### src/rtl/sar_search_pkg.sv
// sar_search_pkg: shared constants for the successive-approximation search
// controller, its comparator and the bench.
//   SAR_WIDTH          default searched-value width
//   S_IDLE / S_SEARCH  state encodings
//   sar_state_e        enumerated state type built on those encodings
package sar_search_pkg;

  localparam int unsigned SAR_WIDTH = 4;

  localparam logic S_IDLE   = 1'b0;
  localparam logic S_SEARCH = 1'b1;

  typedef enum logic {
    IDLE   = S_IDLE,
    SEARCH = S_SEARCH
  } sar_state_e;

endpackage

### src/rtl/sar_search_cmp_onehot_chk.sv
// cmp_onehot_chk: combinational legality check of a magnitude comparator
// response. A response is legal only when exactly one flag is high.
//   lt_i, gt_i, eq_i : comparator flags (A relative to B)
//   valid_o          : high when exactly one flag is set
module cmp_onehot_chk (
  input  logic lt_i,
  input  logic gt_i,
  input  logic eq_i,
  output logic valid_o
);

  always_comb begin
    valid_o = 1'b0;
    case ({lt_i, gt_i, eq_i})
      3'b100, 3'b010, 3'b001: valid_o = 1'b1;
      default:                valid_o = 1'b0;
    endcase
  end

endmodule

### src/rtl/sar_search.sv
// sar_search: successive-approximation search controller. Drives a trial
// value onto a comparator B input and settles one bit per clock, MSB first,
// until the comparator A-side value is recovered.
//   clk, rst_n           clock, asynchronous active-low reset
//   start_i              request a search (sampled in IDLE only)
//   cmp_lt/gt/eq_i       comparator response for the current guess_o
//   guess_o              trial value to comparator B input
//   result_o             recovered value, held until the next accepted start
//   busy_o               high while searching
//   done_o               one-cycle completion pulse (success or error)
//   err_o                illegal/inconsistent response, held until next start
//
// state  | meaning
// IDLE   | waiting for start_i; guess_o reads 0
// SEARCH | one compare sampled per edge, idx_q = bit under test
module sar_search
  import sar_search_pkg::*;
#(
  parameter int unsigned WIDTH = SAR_WIDTH
) (
  input  logic             clk,
  input  logic             rst_n,
  input  logic             start_i,
  input  logic             cmp_lt_i,
  input  logic             cmp_gt_i,
  input  logic             cmp_eq_i,
  output logic [WIDTH-1:0] guess_o,
  output logic [WIDTH-1:0] result_o,
  output logic             busy_o,
  output logic             done_o,
  output logic             err_o
);

  localparam int unsigned IW = $clog2(WIDTH);
  localparam logic [IW-1:0]    IDX_MSB   = IW'(WIDTH - 1);
  localparam logic [WIDTH-1:0] GUESS_MSB = WIDTH'(1) << (WIDTH - 1);

  sar_state_e       state_q, state_d;
  logic [WIDTH-1:0] guess_q, guess_d;
  logic [WIDTH-1:0] result_q, result_d;
  logic [IW-1:0]    idx_q, idx_d;
  logic             busy_q, busy_d;
  logic             done_q, done_d;
  logic             err_q, err_d;
  logic             rsp_valid;

  cmp_onehot_chk u_chk (
    .lt_i    (cmp_lt_i),
    .gt_i    (cmp_gt_i),
    .eq_i    (cmp_eq_i),
    .valid_o (rsp_valid)
  );

  always_ff @(posedge clk or negedge rst_n) begin
    if (!rst_n) begin
      state_q  <= IDLE;
      guess_q  <= '0;
      result_q <= '0;
      idx_q    <= '0;
      busy_q   <= 1'b0;
      done_q   <= 1'b0;
      err_q    <= 1'b0;
    end else begin
      state_q  <= state_d;
      guess_q  <= guess_d;
      result_q <= result_d;
      idx_q    <= idx_d;
      busy_q   <= busy_d;
      done_q   <= done_d;
      err_q    <= err_d;
    end
  end

  always_comb begin
    state_d  = state_q;
    guess_d  = guess_q;
    result_d = result_q;
    idx_d    = idx_q;
    busy_d   = busy_q;
    done_d   = 1'b0;
    err_d    = err_q;
    unique case (state_q)
      IDLE: begin
        if (start_i) begin
          state_d  = SEARCH;
          guess_d  = GUESS_MSB;
          idx_d    = IDX_MSB;
          busy_d   = 1'b1;
          err_d    = 1'b0;
          result_d = '0;
        end
      end
      SEARCH: begin
        if (!rsp_valid || cmp_eq_i || idx_q == '0) begin
          // Every exit path returns to IDLE with the guess cleared.
          state_d  = IDLE;
          busy_d   = 1'b0;
          done_d   = 1'b1;
          guess_d  = '0;
          result_d = guess_q;
          if (!rsp_valid || (!cmp_eq_i && cmp_gt_i)) begin
            // gt at bit 0 means the target lies above the all-ones prefix.
            err_d = 1'b1;
          end else if (cmp_lt_i) begin
            result_d[0] = 1'b0;
          end
        end else begin
          if (cmp_lt_i) begin
            guess_d[idx_q] = 1'b0;
          end
          guess_d[idx_q - 1'b1] = 1'b1;
          idx_d = idx_q - 1'b1;
        end
      end
      default: state_d = IDLE;
    endcase
  end

  assign guess_o  = guess_q;
  assign result_o = result_q;
  assign busy_o   = busy_q;
  assign done_o   = done_q;
  assign err_o    = err_q;

endmodule

### config.mk
export PLATFORM = sky130hd
export DESIGN_NAME = sar_search
export DESIGN_NICKNAME = d
export VERILOG_FILES = /design/src/rtl/sar_search_pkg.sv /design/src/rtl/sar_search_cmp_onehot_chk.sv /design/src/rtl/sar_search.sv
export SDC_FILE = /design/constraint.sdc
export NUM_CORES = 1
export LEC_CHECK = 0
export CAP_MARGIN = 20
export CORE_AREA = 4 4 44 56
export CTS_CLUSTER_SIZE = 24
export DETAILED_ROUTE_END_ITERATION = 12
export DIE_AREA = 0 0 48 60
export GPL_TIMING_DRIVEN = 0
export MAX_ROUTING_LAYER = met4
export PLACE_DENSITY = 0.6
export SETUP_SLACK_MARGIN = 0.05
export SYNTH_ARGS = -nofsm -noshare
export SYNTH_HDL_FRONTEND = slang
export SYNTH_SLANG_ARGS = --single-unit
### constraint.sdc
create_clock -name clk -period 2.27 [get_ports clk]
set_clock_uncertainty 0.1 [all_clocks]
set_input_delay 0.3405 -clock clk [delete_from_list [all_inputs] [get_ports clk]]
set_output_delay 0.3405 -clock clk [all_outputs]
set_load 0.01 [all_outputs]
==> flow_metrics.env, run 1 <==
export IMPL_mappedNetlistArea_um2=752.0
export IMPL_dieHeight_um=60
export IMPL_r2r_slack_ps=390
export IMPL_r2r_end="result_o[1]"
export IMPL_drt_antenna_violating_nets=0
export IMPL_gp_congestion=0.7956
export IMPL_power_frac_seq_pct=47.9
export IMPL_grt_overflow_total=0
export IMPL_hold_path_depth=4
export IMPL_antenna_cells=0
export IMPL_swShare_pct=31.69
export IMPL_holdCritStartpoint="cmp_lt_i"
export IMPL_drv_cap=0
export IMPL_tns_ps=0
export IMPL_p_int_uw=451.2
export IMPL_drc_errors=0
export IMPL_design_area_um2=949.7
export IMPL_synth_seq_area_share_pct=46.59
export IMPL_netlist_top_cells_area="dfrtp_1 47%, ha_1 12%, nand2_1 3.5%"
export IMPL_p_leak_uw=0.0004283
export IMPL_portBuffers=15
export IMPL_cts_root_buf="clkbuf_4"
export IMPL_dp_hpwl_um=1175
export IMPL_drv_slew=0
export IMPL_yosysTopAreaCell="dfrtp_1"
export IMPL_insertion_delay_ps=280
export IMPL_crit_arrival_ps=1990
export IMPL_tritoncts="yes"
export IMPL_core_um2=1937
export IMPL_drt_iter0_drc=11
export IMPL_comb_power_share_pct=31.3
export IMPL_grt_use_total_pct=13.00
export IMPL_syn_area_per_cell_um2=10.59
export IMPL_rows=18
export IMPL_period_share_pct=82.68
export IMPL_r2r_start="idx_q[0]"
export IMPL_worst_r2r_path_depth=5
export IMPL_clock_path_buffers=2
export IMPL_die_area_um2=2880
export IMPL_power_density_nw_per_um2=695.6
export IMPL_cts_sinks=14
export IMPL_clockPowerShare_pct=20.8
export IMPL_via_per_inst=5.294
export IMPL_die_x_um=48
export IMPL_wl_per_cell_um=13.74
export IMPL_grt_max_degree=15
export IMPL_finalHoldWorstSlack_ps=305.4
export IMPL_hold_end="guess_o[2]"
export IMPL_syn_inst=71
export IMPL_synthToLayoutAreaGrowth_pct=26.29
export IMPL_ir_worst_vdd_mv=0.2892
export IMPL_ios=17
export IMPL_tightest_slew_ps=627.3
export IMPL_criticalPathCategory="reg2reg"
export IMPL_place_area_um2=927.1
export IMPL_status="completed"
export IMPL_cts_repair_resized=0
export IMPL_grt_antenna_before_repair=0
export IMPL_hold_class="in2reg"
export IMPL_dr_total_vias=577
export IMPL_totalPowerFinal_uw=660.6
export IMPL_cp_max_fo=6
export IMPL_max_slew_margin_pct=58.05
export IMPL_htree_levels=1
export IMPL_start_util_pct=38.82
export IMPL_fin_nets=104
export IMPL_rsz0062_at_grt="false"
export IMPL_grt_pass1_vias=580
export IMPL_post_cts_buffers=0
export IMPL_numCtsBuffers=3
export IMPL_fmax_mhz=532.8
export IMPL_grt_pass1_wl_um=2559
export IMPL_ys_ff_latch=14
export IMPL_hold_buffers=0
export IMPL_synth_distinct_cells=30
export IMPL_dr_pass1_iters=4
export IMPL_p_sw_uw=209.4
export IMPL_drt_total_wl_um=1498
export IMPL_endpoint_kind="flop"
export IMPL_yosysWarnings=0
export IMPL_drive_gt1_share_pct=11.24
export IMPL_synth_top_cell_area_share_pct=46.59
export IMPL_finalSetupViolCount=0
export IMPL_clk_pin_slew_ps=80
export IMPL_hold_viol=0
export IMPL_syn_nets=84
export IMPL_cp_required_ps=2390
export IMPL_cp_start_kind="flop"
export IMPL_min_period_ps=1877
-- power by group through the flow --
stage	combinational (uW)	clock, uW	sequential (uW)
after floorplan	102	0	331
after global placement	206	0	321
after detailed placement	209	0	321
after CTS	210	145	316
after global routing	232	163	323
final	207	137	316
-- flip-flops by register name, summed over array words and instances (netlist names) --
name      count
busy_o        1
guess_o       4
idx_q         2
result_o      4
done_o        1
state_q       1
err_o         1
-- worst max-delay path by stage --
stage / startpoint / to / cells after the start
floorplan: idx_q[0] / result_o[1] / 5
global placement: cmp_eq_i / result_o[2] / 4
detailed placement: cmp_eq_i / result_o[2] / 4
CTS: idx_q[0] / result_o[1] / 5
global route: idx_q[0] / result_o[2] / 5
finish: idx_q[0] / result_o[1] / 5
-- stage by stage --
step	instances	utilization [%]	setup WS, ps
floorplan	71	-	631.9
global placement	106	47.87	335.1
detailed placement	106	47.87	326.6
CTS	109	49.03	375.5
global route	109	49.03	222.6
finish	109	49.03	393.1
-- cell usage in the layout (no fill, tap or decap), drive strengths merged --
cell / netlist / layout
clkdlybuf4s50: 0 / 15
dfrtp: 14 / 14
nand2: 7 / 7
ha: 7 / 7
nor2: 6 / 6
o21ai: 5 / 5
clkbuf: 1 / 4
inv: 3 / 3
a22o: 3 / 3
nand2b: 2 / 2
a31oi: 2 / 2
a21oi: 2 / 2
a32o: 2 / 2
nor3b: 2 / 2
buf: 1 / 1
xor2: 1 / 1
a21boi: 1 / 1
nand3: 1 / 1
or2: 1 / 1
xnor2: 1 / 1
or3b: 1 / 1
and2b: 1 / 1
o21bai: 1 / 1
nor3: 1 / 1
nor2b: 1 / 1
mux2i: 1 / 1
a32oi: 1 / 1
nand4: 1 / 1
o22ai: 1 / 1
-- cells in the mapped netlist, drive strengths merged --
cell	instances
o22ai	1
nor3	1
xnor2	1
a31oi	2
o21ai	5
nand2	7
buf	1
inv	3
dfrtp	14
xor2	1
ha	7
nor3b	2
mux2i	1
a32oi	1
or3b	1
and2b	1
a21oi	2
a21boi	1
nor2	6
nand4	1
a22o	3
a32o	2
or2	1
nand3	1
nand2b	2
nor2b	1
clkbuf	1
o21bai	1
-- per-layer routing --
metal,share of wire [%],up-vias,GRT usage (%)
met5,0,-,-
met4,1.5,0,5.769
met3,5.5,4,2.711
met2,52,14,22.12
met1,41,272,13.89
li1,-,287,-
-- kinds of logic after synthesis --
family | after synthesis | synth area share, %
xor gates and xnor gates | 2 | 3.329
muxes | 1 | 1.331
and+or+nand+nor | 24 | 16.97
DFF | 14 | 46.59
adders and majority gates | 7 | 11.65
buffers and inverters | 5 | 3.161
AOI/OAI and AO/OA | 18 | 16.97
-- critical path, cell delays in order, from the launching register on --
cell,delay (ps)
dfrtp_1,460
inv_1,140
ha_1,270
or3b_1,390
o21ai_1,290
a22o_1,180
-- layout make-up --
cell class | instances | area, um2
Buffer | 2 | 12.51
Sequential cell | 14 | 350.3
Multi-Input combinational cell | 52 | 377.9
Clock buffer | 3 | 22.52
Timing Repair Buffer | 15 | 150.1
Inverter | 3 | 11.26
Tap cell | 20 | 25.02
Fill cell | 188 | 987.2
Note: power is estimated with default switching activity, not from simulation.
==> inputs of run 2 (changes only) <==
- PLACE_DENSITY: 0.6 -> 0.62
- clock period: 2.27 -> 1.5 ns (I/O delays scaled with it)
==> run 2 against run 1 <==
The run now ends with negative setup slack left. Via count is 5.0% higher. Utilization is 4.7 points higher. First-iteration DRC count is 55% higher. Non-clock buffer count is 4 higher. Final area is 9.6% higher. Critical endpoint is now result_o[3]. Largest cell class unchanged.
==> flow_metrics.env, run 2 (synthesis gave the netlist of run 1 again) <==
export IMPL_rsz0062_at_grt="true"
export IMPL_met3_usage_pct=2.711
export IMPL_totalPowerFinal_uw=1135
export IMPL_cp_max_fo=4
export IMPL_htree_levels=1
export IMPL_hold_viol=0
export IMPL_cp_slowest_cell="dfrtp_2"
export IMPL_use_met1_pct=17.13
export IMPL_max_slew_margin_pct=58.57
export IMPL_power_density_nw_per_um2=1091
export IMPL_busiest_layer="met2"
export IMPL_period_share_pct=100.6
export IMPL_drt_iter0_drc=17
export IMPL_drt_total_wl_um=1712
export IMPL_rows=18
export IMPL_tritoncts="yes"
export IMPL_fillCellCount=178
export IMPL_synthToLayoutAreaGrowth_pct=38.44
export IMPL_fmax_mhz=662.5
export IMPL_critical_path_max_stage_delay_ps=400
export IMPL_dr_pass1_iters=4
export IMPL_setup_ws_ps=-9.386
export IMPL_insertion_delay_ps=280
export IMPL_cp_start_kind="flop"
export IMPL_grt_max_degree=15
export IMPL_drc_errors=0
export IMPL_p_leak_uw=0.0004953
export IMPL_path_cells="inv_4, ha_4, or3b_4, o21ai_4, a22o_1"
export IMPL_final_cell_mix="12 x dfrtp_1, 11 x dlygate4sd2_1, 6 x nor2_1, 6 x nand2_1, 6 x ha_1"
export IMPL_instances_no_fill=114
export IMPL_grt_pass1_vias=584
export IMPL_criticalPathCategory="reg2reg"
export IMPL_dr_total_vias=606
export IMPL_gr_usage_met2_pct=21.74
export IMPL_crit_arrival_ps=1640
export IMPL_cts_sinks=14
export IMPL_hold_buffers=0
export IMPL_hold_class="in2reg"
export IMPL_violations="negative setup slack"
export IMPL_core_um2=1937
export IMPL_dpl_worst_slack_ps=-313.0
export IMPL_dieHeight_um=60
export IMPL_clock_path_buffers=2
export IMPL_layout_commonest_cell="dfrtp_1"
export IMPL_gp_congestion=0.7774
export IMPL_antenna_cells=0
export IMPL_die_x_um=48
export IMPL_drv_slew=0
export IMPL_grt_pass1_wl_um=2739
export IMPL_fin_nets=108
export IMPL_drt_antenna_violating_nets=0
export IMPL_grt_antenna_before_repair=0
export IMPL_start_util_pct=38.82
export IMPL_wl_per_cell_um=15.02
export IMPL_clk_pin_slew_ps=90
export IMPL_via_per_inst=5.316
export IMPL_grt_overflow_total=0
export IMPL_tightest_slew_ps=619.5
export IMPL_dp_hpwl_um=1150
export IMPL_cp_required_ps=1630
export IMPL_ios=17
export IMPL_die_area_um2=2880
export IMPL_numCtsBuffers=3
export IMPL_grt_use_total_pct=14.11
export IMPL_portBuffers=15
export IMPL_endpoint_kind="flop"
export IMPL_drive_gt1_share_pct=26.60
export IMPL_drv_cap=0
export IMPL_tns_ps=-25.38
export IMPL_cts_root_buf="clkbuf_4"
export IMPL_status="complete, but fails checks"
export IMPL_dp_cells=106
export IMPL_ir_worst_vdd_mv=0.5326
export IMPL_finalSetupViolCount=4
export IMPL_place_area_um2=953.4
export IMPL_design_area_um2=1041
export IMPL_min_period_ps=1509
## run 2: cell types whose count changed in the layout (fill, tap and decap cells not counted), sizes merged
cell	delta
dlygate4sd2	+11
buf	+4
clkdlybuf4s50	-11
clkbuf	+1
## run 2: final timing paths
check	from	end	slack (ps)	cells past startpoint
setup / recovery	idx_q[0]	result_o[3]	-9	5
hold / removal	cmp_lt_i	guess_o[2]	190	4
setup reg to reg	idx_q[0]	result_o[3]	-9	5
hold reg to reg	result_o[0]	result_o[0]	390	1
max in group asynchronous	rst_n	idx_q[1]	640	1
min in group asynchronous	rst_n	guess_o[3]	220	1
## run 2: final cells by class
cell class              instances  area (um2)  share of cell area [%]
multi-input cells              52       434.2                   41.71
well taps                      20       25.02                   2.404
inverters                       3       13.76                   1.322
clock buffers                   4       36.28                   3.486
repair buffers                 19       166.4                   15.99
plain buffers                   2       12.51                   1.202
flip-flops and latches         14       352.8                   33.89
## run 2: power by group
group          leakage (uW)  switching, uW  internal [uW]
combinational      0.000299            203            179
clock             0.0000210            130            148
sequential         0.000175           41.1            434
total              0.000495            374            761
## run 2: worst max-delay path: cells and delay by family, from the launching register on
| kind | cells | cell delay (ps) |
|---|---|---|
| adder cells (fa/ha/maj) | 1 | 170 |
| AND/OR/NAND/NOR | 1 | 400 |
| AO/OA/AOI/OAI | 2 | 340 |
| buffers and inverters | 1 | 50 |
| flip-flops | 1 | 400 |
## run 2: per-stage QoR
stage / util (%) / hold WS (ps)
finish: 53.75 / 192.0
global route: 53.75 / 222.2
CTS: 52.84 / 195.1
detailed placement: 49.22 / 383.1
global placement: 49.22 / 380.7
floorplan: - / -170.6
## run 2: timing repair
item                                    CTS  global route
endpoints found under the hold margin     0             0
gates resized for setup                  17             2
setup buffers                             3             1
pin swaps                                 3             2
endpoints found under the setup margin   22            11
## run 2: per-layer routing
layer | vias to the layer above | wire (um)
met2 | 16 | 865
met3 | 5 | 80
met1 | 285 | 731
met5 | - | 0
li1 | 300 | -
met4 | 0 | 34
